[src/rtl/irq_ctrl.sv]
// Machine-level interrupt controller: sticky timer/sw pending, synchronized ext level,
// fixed priority (ext > sw > timer) and a req/ack/mret handshake toward the pipeline.
module irq_ctrl #(
  parameter int SYNC_STAGES = 2,
  parameter int CNT_W       = 8
) (
  input  logic             clk,
  input  logic             rst,
  input  logic             timer_interrupt,
  input  logic             sw_irq,
  input  logic             ext_irq,
  input  logic             global_ie,
  input  logic [2:0]       mie,
  input  logic             irq_ack,
  input  logic             mret,
  output logic             irq_req,
  output logic [31:0]      irq_cause,
  output logic [2:0]       pending,
  output logic             in_handler,
  output logic [CNT_W-1:0] missed_timer
);

  localparam logic [31:0] CAUSE_EXT = 32'h8000_000B;
  localparam logic [31:0] CAUSE_SW  = 32'h8000_0003;
  localparam logic [31:0] CAUSE_TIM = 32'h8000_0007;

  typedef enum logic [1:0] {S_IDLE, S_REQ, S_HANDLER} state_t;

  state_t                 state_q, state_d;
  logic [SYNC_STAGES-1:0] sync_q;
  logic                   p_tim_q, p_tim_d;
  logic                   p_sw_q, p_sw_d;
  logic [CNT_W-1:0]       missed_q, missed_d;
  logic [2:0]             src_q, src_d;
  logic [31:0]            cause_q, cause_d;
  logic                   req_q, req_d;
  logic                   inh_q, inh_d;

  logic [2:0]  pend, act, sel;
  logic [31:0] sel_cause;
  logic        elig, hs, clr_tim, clr_sw;

  assign pend    = {sync_q[SYNC_STAGES-1], p_sw_q, p_tim_q};
  assign act     = pend & mie;
  assign elig    = global_ie && (|act);
  assign hs      = req_q && irq_ack;
  assign clr_tim = hs && src_q[0];
  assign clr_sw  = hs && src_q[1];

  always_comb begin
    sel       = 3'b001;
    sel_cause = CAUSE_TIM;
    if (act[2]) begin
      sel       = 3'b100;
      sel_cause = CAUSE_EXT;
    end else if (act[1]) begin
      sel       = 3'b010;
      sel_cause = CAUSE_SW;
    end
  end

  // A new pulse in the same cycle as the clear wins; a pulse on an already
  // pending timer that is not being serviced this cycle counts as lost.
  always_comb begin
    p_tim_d  = timer_interrupt | (p_tim_q & ~clr_tim);
    p_sw_d   = sw_irq | (p_sw_q & ~clr_sw);
    missed_d = missed_q;
    if (timer_interrupt && p_tim_q && !clr_tim && (missed_q != {CNT_W{1'b1}}))
      missed_d = missed_q + CNT_W'(1);
  end

  always_comb begin
    state_d = state_q;
    src_d   = src_q;
    cause_d = 32'h0;
    req_d   = 1'b0;
    inh_d   = 1'b0;
    case (state_q)
      S_IDLE: begin
        src_d = 3'b000;
        if (elig) begin
          state_d = S_REQ;
          src_d   = sel;
          cause_d = sel_cause;
          req_d   = 1'b1;
        end
      end
      S_REQ: begin
        // Ack beats a same-cycle withdraw: the pipeline already saw irq_req=1.
        if (irq_ack) begin
          state_d = S_HANDLER;
          inh_d   = 1'b1;
        end else if (!elig || !(|(act & src_q))) begin
          state_d = S_IDLE;
        end else begin
          cause_d = cause_q;
          req_d   = 1'b1;
        end
      end
      S_HANDLER: begin
        if (mret) state_d = S_IDLE;
        else      inh_d   = 1'b1;
      end
      default: state_d = S_IDLE;
    endcase
  end

  always_ff @(posedge clk or posedge rst) begin
    if (rst) begin
      state_q  <= S_IDLE;
      sync_q   <= '0;
      p_tim_q  <= 1'b0;
      p_sw_q   <= 1'b0;
      missed_q <= '0;
      src_q    <= 3'b000;
      cause_q  <= 32'h0;
      req_q    <= 1'b0;
      inh_q    <= 1'b0;
    end else begin
      state_q  <= state_d;
      sync_q   <= {sync_q[SYNC_STAGES-2:0], ext_irq};
      p_tim_q  <= p_tim_d;
      p_sw_q   <= p_sw_d;
      missed_q <= missed_d;
      src_q    <= src_d;
      cause_q  <= cause_d;
      req_q    <= req_d;
      inh_q    <= inh_d;
    end
  end

  assign irq_req      = req_q;
  assign irq_cause    = cause_q;
  assign pending      = pend;
  assign in_handler   = inh_q;
  assign missed_timer = missed_q;

endmodule

[config.mk]
export PLATFORM = sky130hd
export DESIGN_NAME = irq_ctrl
export DESIGN_NICKNAME = d
export VERILOG_FILES = /design/src/rtl/irq_ctrl.sv
export SDC_FILE = /design/constraint.sdc
export NUM_CORES = 1
export LEC_CHECK = 0
export CAP_MARGIN = 40
export CORE_MARGIN = 3
export CORE_UTILIZATION = 38
export CTS_CLUSTER_SIZE = 12
export DETAILED_ROUTE_END_ITERATION = 16
export GPL_TIMING_DRIVEN = 0
export PLACE_DENSITY = 0.87
export SETUP_SLACK_MARGIN = 0.4
export SKIP_CTS_REPAIR_TIMING = 1
export SLEW_MARGIN = 20
export SYNTH_ARGS = -nofsm -noshare
export SYNTH_HDL_FRONTEND = slang
export SYNTH_SLANG_ARGS = --single-unit
[constraint.sdc]
create_clock -name clk -period 1.5 [get_ports clk]
set_input_delay 0.3 -clock clk [delete_from_list [all_inputs] [get_ports clk]]
set_output_delay 0.3 -clock clk [all_outputs]
set_load 0.1 [all_outputs]
==> flow_summary.ini, run 1 <==
[clock_tree]
cts.sinks = 22
root_buffer = clkbuf_4
cts_buffers = 3
cts_tree = done
cts_max_level = 1
max-clock-path-buffers = 2
insertion_delay_ns = 0.32
clk_pin_slew_ns = 0.14

[synthesis]
yosys.cell_types.count = 35
syn_avg_cell_area_sq_um = 10.4
syn-cell-area_sq_um = 1300
synth_cells = 125
ys_seq_area_frac = 0.423
ys_ff_latch = 22
yosys_warnings = 0

[pwr]
switching_share = 0.508
leakage_uw = 0.00121
power_density_nw_per_um2 = 1970
combPwrFrac = 0.718
p_int_uw = 2430
ir_drop_v = 0.00120
clockPowerShare = 0.060
p_seq_frac = 0.222
switching_power_uw = 2510

[place]
routabilityCongestion = 0.821
io_buffers = 28
place_hpwl_um = 2520
dp.cells = 242
dpl-instance-area_sq_um = 2130
pre_cts_slack_ns = -0.526

[timing]
finalWorstSetupSlack_ns = -0.347
rsz0062_at_grt = yes
final.setup_skew_ns = 0.0173
drv_slew = 0
whs_ns = 0.292
finalHoldViolCount = 0
fmax_mhz = 541
setup_violations = 9
fin_crit_ns = 1.85
min_period_over_period = 1.23

[flow_run]
drv_cap = 0

[critical_path]
cpLargestDelayFamily = compound AO/OA/AOI/OAI gates
reg2reg_from = sync_q[1]$_DFF_PP0_
crit_chain = buf_4, a222oi_1, and4bb_4, nand2_4, mux2_4
path_class = reg2reg
crit_arrival_ns = 2.05
timing.critical_path.buf_inv = 1
r2r_end = irq_cause[1]$_DFFE_PP0P_
slowest_delay_ns = 0.45
slowest_stage = a222oi_1
critPathLaunchType = register
rr_worst_depth = 5
reg2reg_setup_slack_ns = -0.35
end_kind = register
worst-path-max-fanout = 4
required_ns = 1.70

[global_route]
grt_usage = 0.155
grt_pass1_vias = 1067
antenna_found_initial = 0
grt_max_degree = 15
grt_overflow_total = 0
grt_pass1_wl_um = 4950

[layout]
fin_nets = 236
stdcell_area_sq_um = 2500
final_util = 0.792
antenna_cells = 0
stdcell_count = 264
area_delta_synth_final_pct = 91.8
drive_above_1_share = 0.595

[floorplanning]
die_x_um = 64.5
io_pins = 56
chipHeight_um = 64.5
start_util = 0.413
core_area_sq_um = 3150
design.die.area_sq_um = 4170
rows = 20

[drt]
antenna_left = 0
top_layer = met4
wl_met3_um = 316
drt-met1-wl_um = 1750
routed-wl-met2_um = 2350
drt_iter0_drc = 50
wl_um = 4570
dr.pass1.iters = 4
post_drt_wl_per_cell_um = 17.3
drc = 0
routed-via-count = 1233
routed_via_density = 4.67

[outcome]
violations = setup timing
status = finished, violations left

[min_path]
worstHoldPathType = in2async
power by group through the flow:
stage | logic, uW | clock network (uW) | registers (uW)
5_1_grt | 3660 | 338 | 1110
6_report | 3540 | 298 | 1090
2_1_floorplan | 1110 | 0 | 1870
3_3_place_gp | 2350 | 0 | 1040
4_1_cts | 2890 | 296 | 1040
3_5_place_dp | 2870 | 0 | 1050
layout by cell type, fill, tap and decap left out, types with 2 or more instances in the layout:
master / count
ha_2: 2
clkdlybuf4s50_1: 10
buf_6: 20
ha_4: 2
inv_1: 4
o22ai_1: 2
buf_4: 46
conb_1: 27
clkbuf_4: 3
dfrtp_4: 8
nand3_1: 5
nand2_4: 2
and3_1: 2
dfrtp_2: 6
xor2_1: 3
xnor2_1: 4
buf_12: 20
nand3_2: 2
inv_2: 2
nor2_1: 2
o21ai_1: 2
a21o_1: 2
mux2_4: 4
nand2_1: 7
dfrtp_1: 8
sequential cells by signal, summed over array words and instances, names as in the netlist:
signal and count:
irq_req 1, p_tim_q 1, state_q 2, src_q 3
irq_cause 3, missed_timer 8, p_sw_q 1, sync_q 2
in_handler 1
logic make-up (layout without fill, tap and decap cells):
family          Yosys count  in the layout  synth area share
buf+inv                  38            107             0.202
xor+xnor                  7              7            0.0471
simple gates             33             33             0.153
compound gates           15             15            0.0922
other cells               1             27           0.00288
fa+ha+maj                 4              4            0.0384
mux                       5              5            0.0423
flops                    22             22             0.423
Yosys cell counts:
| cell type | instances | share of area |
|---|---|---|
| a22oi_1 | 1 | 0.0058 |
| xnor2_1 | 4 | 0.027 |
| inv_1 | 6 | 0.017 |
| nand2_1 | 8 | 0.023 |
| a21o_1 | 2 | 0.012 |
| o22ai_1 | 2 | 0.0096 |
| nor2_1 | 3 | 0.0086 |
| conb_1 | 1 | 0.0029 |
| a222oi_1 | 1 | 0.0077 |
| mux2_2 | 1 | 0.0086 |
| a2111oi_2 | 1 | 0.012 |
| nand3_1 | 8 | 0.031 |
| ha_1 | 4 | 0.038 |
| a21boi_2 | 1 | 0.0086 |
| mux2_1 | 3 | 0.026 |
| o221ai_1 | 1 | 0.0067 |
| nand4b_1 | 1 | 0.0067 |
| o21a_1 | 1 | 0.0058 |
| xor2_1 | 3 | 0.020 |
| a311oi_1 | 1 | 0.0067 |
| and3_1 | 3 | 0.014 |
| nand3b_1 | 1 | 0.0058 |
| nor2b_1 | 2 | 0.0096 |
| and2_1 | 2 | 0.0096 |
| and4bb_4 | 1 | 0.012 |
| nor4b_2 | 1 | 0.012 |
| nand4_1 | 1 | 0.0048 |
| dfrtp_1 | 22 | 0.42 |
| nand2_4 | 1 | 0.0086 |
| mux2i_1 | 1 | 0.0077 |
| buf_4 | 32 | 0.18 |
| a21oi_1 | 1 | 0.0038 |
| and4_1 | 1 | 0.0067 |
| a21o_2 | 1 | 0.0067 |
| o21ai_0 | 2 | 0.0077 |
final cells by class:
| type | instances | area, sq um |
|---|---|---|
| Sequential cell | 22 | 588 |
| Tap cell | 44 | 55.1 |
| Fill cell | 180 | 654 |
| Timing Repair Buffer | 65 | 810 |
| Buffer | 32 | 277 |
| Multi-Input combinational cell | 91 | 721 |
| Inverter | 6 | 22.5 |
| Clock buffer | 4 | 26.3 |
stage by stage:
stage	TNS, ns	power (uW)
final	-1.86	4930
after global routing	-1.82	5110
after CTS	-6.61	4220
after detailed placement	-4.16	3930
after global placement	-10.32	3390
after floorplan	-0.352	2980
worst max path at each step:
stage | startpoint | to | cells past startpoint
floorplan | missed_timer[5]$_DFFE_PP0P_ | missed_timer[1]$_DFFE_PP0P_ | 4
global placement | mie[1] | irq_cause[3]$_DFFE_PP0P_ | 5
detailed placement | mie[1] | irq_cause[1]$_DFFE_PP0P_ | 5
CTS | p_tim_q$_DFF_PP0_ | pending[0] | 3
global route | p_sw_q$_DFF_PP0_ | irq_cause[1]$_DFFE_PP0P_ | 5
finish | sync_q[1]$_DFF_PP0_ | irq_cause[1]$_DFFE_PP0P_ | 5
metal layers:
metal  up-vias  global-route usage
met5         -                   0
met4         0              0.0633
met3        18              0.0277
met2        70               0.290
met1       583               0.170
li1        562                   -
No activity file was read; power rests on OpenSTA's default activity.
==> run 2, diff against run 1 <==
--- a/config.mk
+++ b/config.mk
@@ -6,7 +6,6 @@
 export NUM_CORES = 1
 export LEC_CHECK = 0
 export CAP_MARGIN = 40
-export CORE_MARGIN = 3
 export CORE_UTILIZATION = 38
 export CTS_CLUSTER_SIZE = 12
 export DETAILED_ROUTE_END_ITERATION = 16
==> flow_summary.ini, run 2 (synthesis gave the netlist of run 1 again) <==
[outcome]
status = finished, violations left
violations = setup timing

[layout]
multi_input_area_sq_um = 713
antenna_cells = 0
stdcell_count = 261
nFillCells = 174
drive_above_1_share = 0.581
fin_nets = 233
area_delta_synth_final_pct = 90.7
final_common_cell = buf_4
regArea_sq_um = 588
final_cell_mix = 44 x buf_4, 27 x conb_1, 21 x buf_12
final_util = 0.788
stdcell_area_sq_um = 2480
largest_reg_flops = 8

[drt]
drt_iter0_drc = 50
routed_via_density = 4.65
dr.pass1.iters = 4
post_drt_wl_per_cell_um = 16.2
wl_um = 4230
drc = 0
antenna_left = 0
routed-via-count = 1214

[critical_path]
crit_arrival_ns = 1.97
worst-path-max-fanout = 4
reg2reg_setup_slack_ns = -0.24
path_class = reg2reg
required_ns = 1.73
r2r_end = irq_cause[1]$_DFFE_PP0P_
end_kind = register
rr_worst_depth = 5
critPathLaunchType = register
reg2reg_from = p_sw_q$_DFF_PP0_

[timing]
drv_slew = 0
finalHoldViolCount = 0
min_period_over_period = 1.16
final.setup_skew_ns = 0.00450
fin_crit_ns = 1.74
fmax_mhz = 575
setup_violations = 10
finalWorstSetupSlack_ns = -0.238
rsz0062_at_grt = yes

[pwr]
combPwrFrac = 0.707
power_density_nw_per_um2 = 1970
switching_power_uw = 2480
clockPowerShare = 0.073
p_int_uw = 2420
switching_share = 0.505
ir_drop_v = 0.000733
leakage_uw = 0.00119
p_seq_frac = 0.220

[clock_tree]
cts.sinks = 22
cts_tree = done
root_buffer = clkbuf_4
insertion_delay_ns = 0.33
clk_pin_slew_ns = 0.13
max-clock-path-buffers = 2
cts_buffers = 3
cts_max_level = 1

[place]
routabilityCongestion = 0.851
pre_cts_slack_ns = -0.590
dpl-instance-area_sq_um = 2130
io_buffers = 28
place_hpwl_um = 2290
dp.cells = 242

[floorplanning]
io_pins = 56
start_util = 0.413
core_area_sq_um = 3150
rows = 20
design.die.area_sq_um = 3670
chipHeight_um = 60.5
die_x_um = 60.5

[flow_run]
drv_cap = 0

[global_route]
grt_pass1_wl_um = 4710
grt_usage = 0.176
grt_overflow_total = 0
grt_max_degree = 15
grt_pass1_vias = 1088
antenna_found_initial = 0

[min_path]
worstHoldPathType = in2async
==> run 2: routing by layer <==
| metal | track usage | wire length (um) |
|---|---|---|
| met5 | 0 | 0 |
| met4 | 0.0877 | 132 |
| met3 | 0.0256 | 268 |
| met2 | 0.320 | 2140 |
| met1 | 0.200 | 1690 |
==> run 2: how the worst max path moves through the flow <==
stage	start	end	slack, ns	depth (start not counted)
2_1_floorplan	missed_timer[5]$_DFFE_PP0P_	missed_timer[1]$_DFFE_PP0P_	-0.12	4
3_3_place_gp	mie[1]	irq_cause[3]$_DFFE_PP0P_	-0.53	5
3_5_place_dp	mie[1]	irq_cause[3]$_DFFE_PP0P_	-0.59	5
4_1_cts	p_tim_q$_DFF_PP0_	pending[0]	-0.46	3
5_1_grt	p_sw_q$_DFF_PP0_	irq_cause[3]$_DFFE_PP0P_	-0.31	5
6_report	p_sw_q$_DFF_PP0_	irq_cause[1]$_DFFE_PP0P_	-0.24	5
==> run 2: final cells by class <==
type,instances,share of cell area
well taps,44,0.0222
repair buffers,62,0.322
multi-input cells,91,0.287
plain buffers,32,0.108
clock buffers,4,0.0146
inverters,6,0.00907
flip-flops and latches,22,0.237
==> run 2: worst max-delay path: stages (launching register included) <==
cell and delay, ns:
dfrtp_1 0.44, buf_6 0.14, a222oi_1 0.36, and4bb_4 0.27
nand2_4 0.10, mux2_4 0.31
==> run 2: power groups by stage <==
stage / Sequential, uW / Combinational (uW) / Clock, uW
floorplan: 1870 / 1110 / 0
global placement: 1040 / 2350 / 0
detailed placement: 1040 / 2850 / 0
CTS: 1030 / 2860 / 343
global route: 1100 / 3600 / 386
finish: 1080 / 3460 / 358
==> run 2: metrics by stage <==
stage / hold WS (ns) / setup TNS [ns] / total power, uW
2_1_floorplan: 0.289 / -0.352 / 2980
3_3_place_gp: 0.332 / -10.29 / 3390
3_5_place_dp: 0.342 / -4.61 / 3890
4_1_cts: 0.279 / -6.77 / 4240
5_1_grt: 0.276 / -1.86 / 5080
6_report: 0.239 / -1.11 / 4900
==> run 3, diff against run 2 <==
--- a/config.mk
+++ b/config.mk
@@ -6,6 +6,7 @@
 export NUM_CORES = 1
 export LEC_CHECK = 0
 export CAP_MARGIN = 40
+export CORE_MARGIN = 4
 export CORE_UTILIZATION = 38
 export CTS_CLUSTER_SIZE = 12
 export DETAILED_ROUTE_END_ITERATION = 16
@@ -13,7 +14,7 @@
 export PLACE_DENSITY = 0.87
 export SETUP_SLACK_MARGIN = 0.4
 export SKIP_CTS_REPAIR_TIMING = 1
-export SLEW_MARGIN = 20
+export SKIP_LAST_GASP = 1
 export SYNTH_ARGS = -nofsm -noshare
 export SYNTH_HDL_FRONTEND = slang
 export SYNTH_SLANG_ARGS = --single-unit
==> flow_summary.ini, run 3 (synthesis gave the netlist of run 1 again) <==
[layout]
final_common_cell = buf_4
stdcell_count = 259
drive_above_1_share = 0.595
largest_reg_flops = 8
area_delta_synth_final_pct = 88.2
final_cell_mix = 44 x buf_4, 27 x conb_1, 20 x buf_12
antenna_cells = 0
fin_nets = 231
regArea_sq_um = 589
final_util = 0.777
nFillCells = 182
multi_input_area_sq_um = 708

[timing]
rsz0062_at_grt = yes
fin_crit_ns = 1.83
finalHoldViolCount = 0
drv_slew = 0
finalWorstSetupSlack_ns = -0.327
setup_violations = 10
final.setup_skew_ns = 0.0107
min_period_over_period = 1.22
fmax_mhz = 547
fin_tns_setup_ns = -1.86

[pwr]
ir_drop_v = 0.000990
power_density_nw_per_um2 = 1990
leakage_uw = 0.00118

[critical_path]
crit_arrival_ns = 2.06
crit_chain = buf_6, a222oi_1, and4bb_4, nand2_4, mux2_4
critPathLaunchType = register
path_class = reg2reg
slowest_stage = a222oi_1
slowest_delay_ns = 0.46
cpLargestDelayFamily = compound AO/OA/AOI/OAI gates
worst-path-max-fanout = 4
required_ns = 1.73
end_kind = register
timing.critical_path.buf_inv = 1

[clock_tree]
root_buffer = clkbuf_4
max-clock-path-buffers = 2
insertion_delay_ns = 0.33
cts_max_level = 1
cts_buffers = 3
clk_pin_slew_ns = 0.13
cts.sinks = 22
cts_tree = done

[drt]
routed-via-count = 1239
drt_iter0_drc = 52
antenna_left = 0
routed_via_density = 4.78
drc = 0
dr.pass1.iters = 4
post_drt_wl_per_cell_um = 18.2
wl_um = 4710

[floorplanning]
core_area_sq_um = 3150
design.die.area_sq_um = 4430
start_util = 0.413
die_x_um = 66.5
io_pins = 56
rows = 20
chipHeight_um = 66.5

[place]
routabilityCongestion = 0.788
place_hpwl_um = 2560
dp.cells = 242
io_buffers = 28

[min_path]
worstHoldPathType = in2async

[global_route]
grt_max_degree = 15
grt_pass1_wl_um = 4980
grt_pass1_vias = 1092
grt_usage = 0.148
grt_overflow_total = 0
antenna_found_initial = 0

[outcome]
status = finished, violations left
violations = setup timing

[flow_run]
drv_cap = 0
run 3: changes by cell type in the layout (fill, tap and decap cells not counted), sizes merged:
cell and change:
clkdlybuf4s50 -1, buf -2, dlymetal6s2s +1
run 3: power by group:
group	switching (uW)	internal (uW)	leakage [uW]
registers	252	844	0.000255
logic	2040	1400	0.000907
clock network	198	149	0.0000210
run 3: metal layers:
layer	wire length (um)	track usage	vias up	share of wire
li1	-	-	549	-
met1	1710	0.153	601	0.36
met2	2410	0.285	66	0.51
met3	266	0.0438	23	0.057
met4	314	0.0381	0	0.067
met5	0	0	-	0
run 3: final timing paths:
path,start,to,slack [ns],depth (start not counted)
min in group clk,sync_q[0]$_DFF_PP0_,sync_q[1]$_DFF_PP0_,0.39,0
worst min-delay path,rst,missed_timer[5]$_DFFE_PP0P_,0.26,2
max in group asynchronous,rst,in_handler$_DFF_PP0_,0.78,3
worst max register to register,p_sw_q$_DFF_PP0_,irq_cause[3]$_DFFE_PP0P_,-0.33,5
worst min register to register,sync_q[0]$_DFF_PP0_,sync_q[1]$_DFF_PP0_,0.39,0
worst max-delay path,p_sw_q$_DFF_PP0_,irq_cause[3]$_DFFE_PP0P_,-0.33,5
run 3: worst register-to-register path: cells and delay by family, from the launching register on:
family | cells | cell delay [ns]
buf+inv | 1 | 0.13
mux | 1 | 0.32
simple gates | 2 | 0.38
flops | 1 | 0.44
compound gates | 1 | 0.46
run 3: cell type report:
| cell class | instances | share of cell area |
|---|---|---|
| flip-flops and latches | 22 | 0.240 |
| well taps | 44 | 0.0225 |
| multi-input cells | 91 | 0.289 |
| clock buffers | 4 | 0.0148 |
| repair buffers | 60 | 0.314 |
| inverters | 6 | 0.00919 |
| plain buffers | 32 | 0.110 |
run 3: through the flow:
stage               hold slack, ns  power (uW)  cell area, sq um  worst slack (ns)
floorplan                    0.289        2980              1510            -0.116
global placement             0.335        3400              1840            -0.514
detailed placement           0.336        3920              2130            -0.525
CTS                          0.250        4260              2160            -0.464
global route                 0.279        5060              2450            -0.342
finish                       0.256        4890              2450            -0.327
